`src/rtl/dlx_instr_encoder_if.sv`:
```
// Request bundle between a program source (test bench or boot sequencer)
// and the DLX instruction encoder. The master drives field-level requests;
// the slave answers with req_ready.
interface dlx_instr_encoder_if;
  logic        req_valid;
  logic        req_ready;
  logic [1:0]  req_fmt;
  logic [5:0]  req_op;
  logic [5:0]  req_func;
  logic [4:0]  req_rs1;
  logic [4:0]  req_rs2;
  logic [4:0]  req_rd;
  logic [25:0] req_imm;

  modport master (
    output req_valid, req_fmt, req_op, req_func, req_rs1, req_rs2, req_rd, req_imm,
    input  req_ready
  );

  modport slave (
    input  req_valid, req_fmt, req_op, req_func, req_rs1, req_rs2, req_rd, req_imm,
    output req_ready
  );
endinterface

```
`src/rtl/dlx_instr_encoder.sv`:
```
// DLX program loader: packs field-level instruction requests into 32-bit
// words, streams them to consecutive word addresses of instruction memory
// and appends drain NOPs once the program is finished.
module dlx_instr_encoder #(
  parameter int AW        = 16,
  parameter int MAX_WORDS = 256,
  parameter int PAD_NOPS  = 4,
  parameter int CW        = $clog2(MAX_WORDS + 1)
) (
  input  logic                  clk,
  input  logic                  rst_n,
  input  logic                  start,
  input  logic [AW-1:0]         base_addr,
  dlx_instr_encoder_if.slave    req,
  input  logic                  finish,
  output logic                  imem_we,
  output logic [AW-1:0]         imem_addr,
  output logic [31:0]           imem_wdata,
  output logic                  busy,
  output logic                  done,
  output logic                  err,
  output logic [CW-1:0]         word_count
);

  localparam int PW = $clog2(PAD_NOPS + 1);

  localparam logic [31:0]   NOP_WORD  = 32'h0000_0015;
  localparam logic [CW-1:0] MAX_CNT   = CW'(MAX_WORDS);
  localparam logic [CW-1:0] CNT_ONE   = CW'(1);
  localparam logic [PW-1:0] PAD_CNT   = PW'(PAD_NOPS);
  localparam logic [PW-1:0] PAD_ONE   = PW'(1);
  localparam logic [AW-1:0] WORD_STEP = AW'(4);

  localparam logic [1:0] FMT_R   = 2'b00;
  localparam logic [1:0] FMT_I   = 2'b01;
  localparam logic [1:0] FMT_J   = 2'b10;

  typedef enum logic [1:0] {
    ST_IDLE = 2'b00,
    ST_RUN  = 2'b01,
    ST_PAD  = 2'b10,
    ST_DONE = 2'b11
  } state_e;

  // I-type opcodes 0/1 collide with the R/special space; J-type only
  // allows J and JAL.
  function automatic logic is_illegal(input logic [1:0] fmt, input logic [5:0] op);
    logic ill;
    case (fmt)
      FMT_I:   ill = (op[5:1] == 5'b00000);
      FMT_J:   ill = !((op == 6'b000010) || (op == 6'b000011));
      default: ill = 1'b0;
    endcase
    return ill;
  endfunction

  // Bit packing expected by the ID-stage control decoder; illegal
  // requests collapse to a NOP so the pipeline never sees them.
  function automatic logic [31:0] encode(
    input logic [1:0]  fmt,
    input logic [5:0]  op,
    input logic [5:0]  func,
    input logic [4:0]  rs1,
    input logic [4:0]  rs2,
    input logic [4:0]  rd,
    input logic [25:0] imm
  );
    logic [31:0] w;
    case (fmt)
      FMT_R:   w = {6'b000000, rs1, rs2, rd, 5'b00000, func};
      FMT_I:   w = {op, rs1, rd, imm[15:0]};
      FMT_J:   w = {op, imm};
      default: w = NOP_WORD;
    endcase
    if (is_illegal(fmt, op)) begin
      w = NOP_WORD;
    end else begin
      w = w;
    end
    return w;
  endfunction

  state_e          state_q, state_d;
  logic [CW-1:0]   count_q, count_d;
  logic [PW-1:0]   pad_q, pad_d;
  logic [AW-1:0]   next_addr_q, next_addr_d;
  logic            we_q, we_d;
  logic [AW-1:0]   addr_q, addr_d;
  logic [31:0]     wdata_q, wdata_d;
  logic            err_q, err_d;
  logic            busy_q, busy_d;
  logic            done_q, done_d;

  logic            req_ready_s;
  logic            handshake_s;
  logic [AW-1:0]   base_aligned_s;
  logic            base_lo_unused_s;

  // Word alignment: the two low address bits carry no information.
  assign base_aligned_s   = {base_addr[AW-1:2], 2'b00};
  assign base_lo_unused_s = ^base_addr[1:0];

  // count_q already includes the word registered for the current write,
  // so no separate pending term is needed in the capacity check.
  assign req_ready_s = (state_q == ST_RUN) && (count_q < MAX_CNT) && !start;
  assign handshake_s = req.req_valid && req_ready_s;
  assign req.req_ready = req_ready_s;

  // Next-state, write-port and status computation.
  always_comb begin
    state_d     = state_q;
    count_d     = count_q;
    pad_d       = pad_q;
    next_addr_d = next_addr_q;
    we_d        = 1'b0;
    addr_d      = addr_q;
    wdata_d     = wdata_q;
    err_d       = err_q;

    if (start) begin
      // Restart wins over everything, including a finish in the same cycle.
      state_d     = ST_RUN;
      count_d     = '0;
      pad_d       = '0;
      next_addr_d = base_aligned_s;
      err_d       = 1'b0;
    end else begin
      case (state_q)
        ST_IDLE: begin
          state_d = ST_IDLE;
        end
        ST_RUN: begin
          if (handshake_s) begin
            we_d        = 1'b1;
            addr_d      = next_addr_q;
            wdata_d     = encode(req.req_fmt, req.req_op, req.req_func,
                                 req.req_rs1, req.req_rs2, req.req_rd, req.req_imm);
            next_addr_d = next_addr_q + WORD_STEP;
            count_d     = count_q + CNT_ONE;
            err_d       = err_q | is_illegal(req.req_fmt, req.req_op);
          end else begin
            we_d = 1'b0;
          end
          if (finish) begin
            state_d = ST_PAD;
            pad_d   = '0;
          end else begin
            state_d = ST_RUN;
          end
        end
        ST_PAD: begin
          if ((pad_q == PAD_CNT) || (count_q == MAX_CNT)) begin
            state_d = ST_DONE;
          end else begin
            we_d        = 1'b1;
            addr_d      = next_addr_q;
            wdata_d     = NOP_WORD;
            next_addr_d = next_addr_q + WORD_STEP;
            count_d     = count_q + CNT_ONE;
            pad_d       = pad_q + PAD_ONE;
          end
        end
        ST_DONE: begin
          state_d = ST_DONE;
        end
        default: begin
          state_d = ST_IDLE;
        end
      endcase
    end

    busy_d = (state_d == ST_RUN) || (state_d == ST_PAD);
    done_d = (state_d == ST_DONE);
  end

  // State and registered outputs; reset drops any pending write.
  always_ff @(posedge clk or negedge rst_n) begin
    if (!rst_n) begin
      state_q     <= ST_IDLE;
      count_q     <= '0;
      pad_q       <= '0;
      next_addr_q <= '0;
      we_q        <= 1'b0;
      addr_q      <= '0;
      wdata_q     <= 32'h0000_0000;
      err_q       <= 1'b0;
      busy_q      <= 1'b0;
      done_q      <= 1'b0;
    end else begin
      state_q     <= state_d;
      count_q     <= count_d;
      pad_q       <= pad_d;
      next_addr_q <= next_addr_d;
      we_q        <= we_d;
      addr_q      <= addr_d;
      wdata_q     <= wdata_d;
      err_q       <= err_d;
      busy_q      <= busy_d;
      done_q      <= done_d;
    end
  end

  assign imem_we    = we_q;
  assign imem_addr  = addr_q;
  assign imem_wdata = wdata_q;
  assign busy       = busy_q;
  assign done       = done_q;
  assign err        = err_q;
  assign word_count = count_q;

endmodule
```
`src/flat_wrapper.sv`:
```
// flat-port wrapper written by rule: the top's interface ports become plain ports
module dlx_instr_encoder_flat 
#(
  parameter int AW        = 16,
  parameter int MAX_WORDS = 256,
  parameter int PAD_NOPS  = 4,
  parameter int CW        = $clog2(MAX_WORDS + 1)
)
  (clk, rst_n, start, base_addr, finish, imem_we, imem_addr, imem_wdata, busy, done, err, word_count, req_req_valid, req_req_fmt, req_req_op, req_req_func, req_req_rs1, req_req_rs2, req_req_rd, req_req_imm, req_req_ready);
  dlx_instr_encoder_if req_i ();
  input  logic clk;
  input  logic rst_n;
  input  logic start;
  input  logic [AW-1:0] base_addr;
  input  logic finish;
  output logic imem_we;
  output logic [AW-1:0] imem_addr;
  output logic [31:0] imem_wdata;
  output logic busy;
  output logic done;
  output logic err;
  output logic [CW-1:0] word_count;
  input wire logic [$bits(req_i.req_valid)-1:0] req_req_valid;
  input wire logic [$bits(req_i.req_fmt)-1:0] req_req_fmt;
  input wire logic [$bits(req_i.req_op)-1:0] req_req_op;
  input wire logic [$bits(req_i.req_func)-1:0] req_req_func;
  input wire logic [$bits(req_i.req_rs1)-1:0] req_req_rs1;
  input wire logic [$bits(req_i.req_rs2)-1:0] req_req_rs2;
  input wire logic [$bits(req_i.req_rd)-1:0] req_req_rd;
  input wire logic [$bits(req_i.req_imm)-1:0] req_req_imm;
  output wire logic [$bits(req_i.req_ready)-1:0] req_req_ready;
  assign req_i.req_valid = req_req_valid;
  assign req_i.req_fmt = req_req_fmt;
  assign req_i.req_op = req_req_op;
  assign req_i.req_func = req_req_func;
  assign req_i.req_rs1 = req_req_rs1;
  assign req_i.req_rs2 = req_req_rs2;
  assign req_i.req_rd = req_req_rd;
  assign req_i.req_imm = req_req_imm;
  assign req_req_ready = req_i.req_ready;
  dlx_instr_encoder #(.AW(AW), .MAX_WORDS(MAX_WORDS), .PAD_NOPS(PAD_NOPS), .CW(CW)) u_core (.clk(clk), .rst_n(rst_n), .start(start), .base_addr(base_addr), .req(req_i), .finish(finish), .imem_we(imem_we), .imem_addr(imem_addr), .imem_wdata(imem_wdata), .busy(busy), .done(done), .err(err), .word_count(word_count));
endmodule
```
`config.mk`:
```
export PLATFORM = sky130hd
export DESIGN_NAME = dlx_instr_encoder_flat
export DESIGN_NICKNAME = d
export VERILOG_FILES = /design/src/rtl/dlx_instr_encoder_if.sv /design/src/rtl/dlx_instr_encoder.sv /design/src/flat_wrapper.sv
export SDC_FILE = /design/constraint.sdc
export NUM_CORES = 1
export LEC_CHECK = 0
export CORE_ASPECT_RATIO = 0.7
export CORE_UTILIZATION = 49
export DETAILED_ROUTE_END_ITERATION = 8
export PLACE_DENSITY = 0.86
export SLEW_MARGIN = 10
export SYNTH_ARGS = -nofsm -noshare
export SYNTH_HDL_FRONTEND = slang
export SYNTH_SLANG_ARGS = --single-unit
```
`constraint.sdc`:
```
create_clock -name clk -period 3.2 [get_ports clk]
set_clock_uncertainty 0.2 [all_clocks]
set_input_delay 0.48 -clock clk [delete_from_list [all_inputs] [get_ports clk]]
set_output_delay 0.48 -clock clk [all_outputs]
set_load 0.01 [all_outputs]
```
* Word-level counts from Yosys, hierarchy flattened
Cells that the tools add are included. Widths: inputs -> output; s select.
Operators by class: add/sub/neg operators 3, magnitude comparators 1, eq/ne operators 17, mux-type cells 35, bitwise operators 2, reduce and logical (&&, ||, !) cells 19
Operators by type and width (number):
- $mux 32 | 3
- $pmux 32 s3 | 1
- $mux 16 | 5
- $pmux 16 s2 | 2
- $pmux 32 s2 | 1
- $mux 9 | 3
- $pmux 9 s2 | 1
- $add 16x3->16 const B | 1
- $eq 6x2->1 const B | 2
- $eq 2x2->1 const B | 5
- $add 9x1->9 const B | 1
- $eq 9x9->1 const B | 1
- $lt 9x9->1 const B | 1
- $mux 1 | 9
- $mux 3 | 3
- $pmux 2 s4 | 1
- $eq 2x1->1 const B | 3
- $mux 2 | 3
- $ne 3x3->1 const B | 2
- $pmux 3 s2 | 1
- $reduce_and 3->1 | 2
- $reduce_bool 2->1 | 3
- $logic_not 5->1 | 1
- $logic_not 2->1 | 2
- other kinds (14) | 20
Storage, ports and cells: flip-flop bits (word level) 82, input bits 76, logic and storage cells 87

* Longest topological paths before layout
word-level depth 11, depth in mapped cells 9, mapped depth without buffers 8

* Worst setup path after synthesis
Ideal clock, no wire load.
kind reg2reg, start reg u_core.count_q[0] (netlist: u_core.word_count[0]), end reg u_core.busy_q (netlist: u_core.busy), setup time 0.126 ns, arrival time 1.778 ns, data required time 2.874 ns, slack 1.097 ns, stages on the path, launching flop included 9, path buffers 0, clock period less this slack 2.103 ns, cell sequence dfrtp_1 > inv_1 > ha_1 > and4bb_1 > a22o_2 > o21ai_1 > a21oi_1 > or2_1 > ha_1
Between the ends: longest elaborated chain between the ends 7, elaborated cells between the ends (all ways) 8, classes of those cells eq/ne: 3; mux: 3; reduce/logical: 2
Ends and longest elaborated chain:
- from (decl) | RTL line dlx_instr_encoder.sv:84 | logic [CW-1:0] count_q, count_d;
- from (signal assigned) | RTL line dlx_instr_encoder.sv:191 | count_q <= count_d;
- $eq 9x9->1 * | RTL line dlx_instr_encoder.sv:152 | if ((pad_q == PAD_CNT) || (count_q == MAX_CNT)) begin
- $logic_or 1x1->1 * | RTL line dlx_instr_encoder.sv:152
- $mux 2 * | RTL line dlx_instr_encoder.sv:152
- $pmux 2 s4 * | RTL line dlx_instr_encoder.sv:128 | case (state_q)
- $mux 2 * | RTL line dlx_instr_encoder.sv:120 | if (start) begin
- $eq 2x1->1 / $eq 2x2->1 (equally long branches) | RTL line dlx_instr_encoder.sv:172 | busy_d = (state_d == ST_RUN) || (state_d == ST_PAD);
- $logic_or 1x1->1 * | RTL line dlx_instr_encoder.sv:172
- net u_core.busy_d | RTL line dlx_instr_encoder.sv:91 | logic busy_q, busy_d;
- to (signal assigned) | RTL line dlx_instr_encoder.sv:198 | busy_q <= busy_d;
- to (decl) | RTL line dlx_instr_encoder.sv:91
The timed path passes the listed nets; every way through them passes the cells marked *. A chain may end at the register's enable or synchronous reset.

* Worst setup path in the final report
start reg u_core.state_q[0], end reg u_core.wdata_q[5] (netlist: u_core.imem_wdata[5])
Between the ends: longest elaborated chain between the ends 6, elaborated cells between the ends (all ways) 10, classes of those cells eq/ne: 4; mux: 1; reduce/logical: 5
Ends and longest elaborated chain:
- from (decl) | RTL line dlx_instr_encoder.sv:83 | state_e state_q, state_d;
- from (signal assigned) | RTL line dlx_instr_encoder.sv:190 | state_q <= state_d;
- $eq 2x1->1 | RTL line dlx_instr_encoder.sv:105, dlx_instr_encoder.sv:128
- $logic_and 1x1->1 (2 in a row) | RTL line dlx_instr_encoder.sv:105 | assign req_ready_s = (state_q == ST_RUN) && (count_q < MAX_CNT) && !start;
- $logic_and 1x1->1 | RTL line dlx_instr_encoder.sv:106 | assign handshake_s = req.req_valid && req_ready_s;
- $ne 2x1->1 (no source line)
- $reduce_and 4->1 (no source line)
- to (signal assigned) | RTL line dlx_instr_encoder.sv:196 | wdata_q <= wdata_d;
- to (decl) | RTL line dlx_instr_encoder.sv:89 | logic [31:0] wdata_q, wdata_d;
Parallel ways exist; a longest one is shown, timed or not.

==> flow_summary.yaml <==
outcome:
  status: "finished, final reports clean"
setup_path:
  critPathRequiredTime_ns: 3.20
  critPathLaunchType: "register"
  critPathMaxFanout: 43
  worstPathCellList: "inv_1 > ha_1 > nand2b_1 > a21oi_1 > o21ai_4 > a221oi_1 > nor2_1"
  critPathCaptureType: "register"
  regToRegSetupSlack_ns: 0.50
  reg2regPathDepth: 7
  r2r-end: "u_core.imem_wdata[5]"
  endpoint: "u_core.imem_wdata[5]"
  reg2reg_from: "u_core.state_q[0]"
  worstPathArrival_ns: 2.70
  critPathMaxStageDelay_ns: 0.46
  critical_path.slowest_cell: "ha_1"
  path_class: "register to register"
  cp-startpoint: "u_core.state_q[0]"
synth:
  synth_top_area_share_pct: 50.3
  ys_types: 50
  synthFlopType: "dfrtp_1"
  netlist_area_um2: 3880
  synth.yosys.seq_area_share_pct: 50.3
  synth-warning-count: 0
  async_flop_share_pct: 100
  synth_area_leaders: "dfrtp_1 50%, nand2_1 7.3%, ha_1 4.5%, xor2_1 3.4%, o21ai_1 3.4%"
  synth_top_area_cell: "dfrtp_1"
  postSynthAreaPerCell_um2: 10.0
  synth_edf_count: 0
  ys_ff_latch: 78
  synthCells: 386
cells_and_area:
  final_cells: 617
  utilization_pct: 74.6
  nNetsFinal: 604
  finalInstanceArea_um2: 5580
  diodes: 0
  drive_gt1_share_pct: 7.13
  area.growth.synth_to_final_pct: 43.9
pwr:
  sw_frac_of_total_pct: 27.3
  p_leak_nw: 2.45
  pwr-share-clk_pct: 33.6
  pwr-share-seq_pct: 39.8
  p_int_mw: 2.33
  p_per_area_nw_per_um2: 575
  pwr-share-comb_pct: 26.7
  ir_worst_vdd_v: 0.000382
  power.switching_uw: 877
clock_network:
  cts_root_buf: "clkbuf_16"
  htreeDepth: 3
  clk_path_buf_depth: 2
  clk_latency_ns: 0.32
  cts_hold_buf: 0
  numCtsBuffers: 9
  post_cts_resize_count: 0
  cts_sinks: 78
  cts_setup_buffers: 0
  cts_tree: "built"
  clkSlewWorstSetupHoldPaths_ns: 0.06
placed_design:
  io_buffers: 133
  place_ws_ns: 0.269
  place_area_um2: 5270
  dp_hpwl_um: 7200
  placed_cells: 601
  place.gp.congestion: 0.829
routing:
  ant_nets: 0
  avgRoutedWirePerCell_um: 16.8
  viasPerCell: 5.55
  first_pass_iters: 5
  drtIter0Drc: 255
  drt_wl_total_um: 10400
  num_vias: 3425
  drc: 0
sta:
  fin_crit_sh_pct: 84.5
  drv_slew: 0
  hold_viol_final: 0
  fmax_mhz: 370
  finalSetupTns_ns: 0
  rsz0062_at_grt: "no"
  setup_viol: 0
  maxSlewHeadroom_pct: 25.2
  tightest_slew_ns: 1.12
  period_minus_slack_ns: 2.70
  setup_ws_ns: 0.497
floorplan:
  design.die.area_um2: 8280
  initial_core_util_pct: 51.8
  io_pins: 138
  core_area_um2: 7480
  die_h_um: 76.4
  die_w_um: 108
  row_count: 26
global_routing:
  grt_pass1_wl_um: 16700
  grt-ovfl-total: 0
  grt_max_degree: 79
  antenna_found_initial: 0
  grt_use_total_pct: 26.0
  grt_pass1_vias: 3453
flow_run:
  drv_cap: 0
min_path:
  hp-class: "input port to async pin"
[cells in the mapped netlist, drive strengths merged, types with 2 or more instances]
cell type	instances
nor3b	2
inv	11
xor2	15
dfrtp	78
nand2b	2
nor2	21
clkbuf	6
and3b	2
nand4	14
a222oi	5
o22a	3
and4	4
mux2i	2
nand2	75
a22oi	12
a21boi	2
or2	5
buf	16
nor4	2
mux2	5
and3	9
nand3	8
a21oi	7
and2	5
o21ai	29
a221oi	3
xnor2	6
a22o	15
ha	14
[metrics by stage]
step           power [mW]  hold slack [ns]
3_3_place_gp         2.11            0.257
2_1_floorplan        1.63          -0.0156
4_1_cts              3.23            0.151
6_report             3.21            0.101
5_1_grt              3.37            0.188
3_5_place_dp         2.15            0.264
[routing by layer]
metal,GRT usage [%],wire length [um]
met5,0,0
met3,5.82,694
met4,7.57,165
met2,41.8,4910
met1,35.2,4600
[cells in the final DEF (no fill, tap or decap), types with 4 or more instances in the layout]
cell	count
a21oi_1	6
a222oi_1	5
a22o_1	14
a22oi_1	11
and2_1	5
and3_1	9
and4_1	4
buf_4	6
clkbuf_16	9
clkdlybuf4s50_1	132
dfrtp_1	78
ha_1	14
inv_1	11
mux2_2	5
nand2_1	75
nand3_1	6
nand4_1	14
nor2_1	21
o21ai_1	26
xnor2_1	6
xor2_1	15
[cell type report]
type / count / area, um2
clock inverter: 5 / 83.8
sequential: 78 / 1950
timing repair buffer: 138 / 1370
multi-input combinational: 276 / 1780
inverter: 11 / 41.3
fill: 548 / 1900
clock buffer: 11 / 233
tap: 98 / 123
[sequential cells by signal (all words and copies together) (netlist names)]
register and count:
u_core.state_q 2, u_core.word_count 9, u_core.imem_wdata 32, u_core.next_addr_q 14, u_core.pad_q 3, u_core.done 1
u_core.err 1, u_core.imem_addr 14, u_core.imem_we 1, u_core.busy 1
[worst max-delay path: cells and delay by family, from the launching register on]
kind / cells / cell delay (ns)
compound gates: 3 / 1.15
fa+ha+maj: 1 / 0.46
buf+inv: 1 / 0.11
flops: 1 / 0.42
simple gates: 2 / 0.24
[power groups by stage]
stage                     clock (mW)  combinational [mW]  sequential, mW
final                           1.08               0.855            1.28
after global routing            1.14               0.930            1.29
after CTS                       1.10               0.861            1.27
after detailed placement           0               0.857            1.29
after global placement             0               0.835            1.28
after floorplan                    0               0.286            1.35
[worst min-delay path by stage]
stage | startpoint | endpoint | slack (ns) | depth (start not counted)
after CTS | rst_n | u_core.imem_addr[12] | 0.15 | 1
after global routing | rst_n | u_core.imem_addr[6] | 0.19 | 1
after floorplan | rst_n | u_core.busy | -0.02 | 0
after detailed placement | u_core.imem_addr[10] | u_core.imem_addr[10] | 0.26 | 2
after global placement | u_core.imem_addr[5] | u_core.imem_addr[5] | 0.26 | 2
final | rst_n | u_core.imem_addr[12] | 0.10 | 1
[logic make-up (layout without fill, tap and decap cells)]
group / count (synthesis) / count (layout) / synth area share (%)
AOI/OAI and AO/OA: 81 / 81 / 15.0
DFF: 78 / 78 / 50.3
adders and majority gates: 14 / 14 / 4.52
xor gates and xnor gates: 21 / 21 / 4.74
buffers and inverters: 33 / 165 / 4.00
muxes: 7 / 7 / 1.97
and+or+nand+nor: 151 / 151 / 19.4
other: 1 / 2 / 0.0967
No activity file was read; power rests on OpenSTA's default activity.
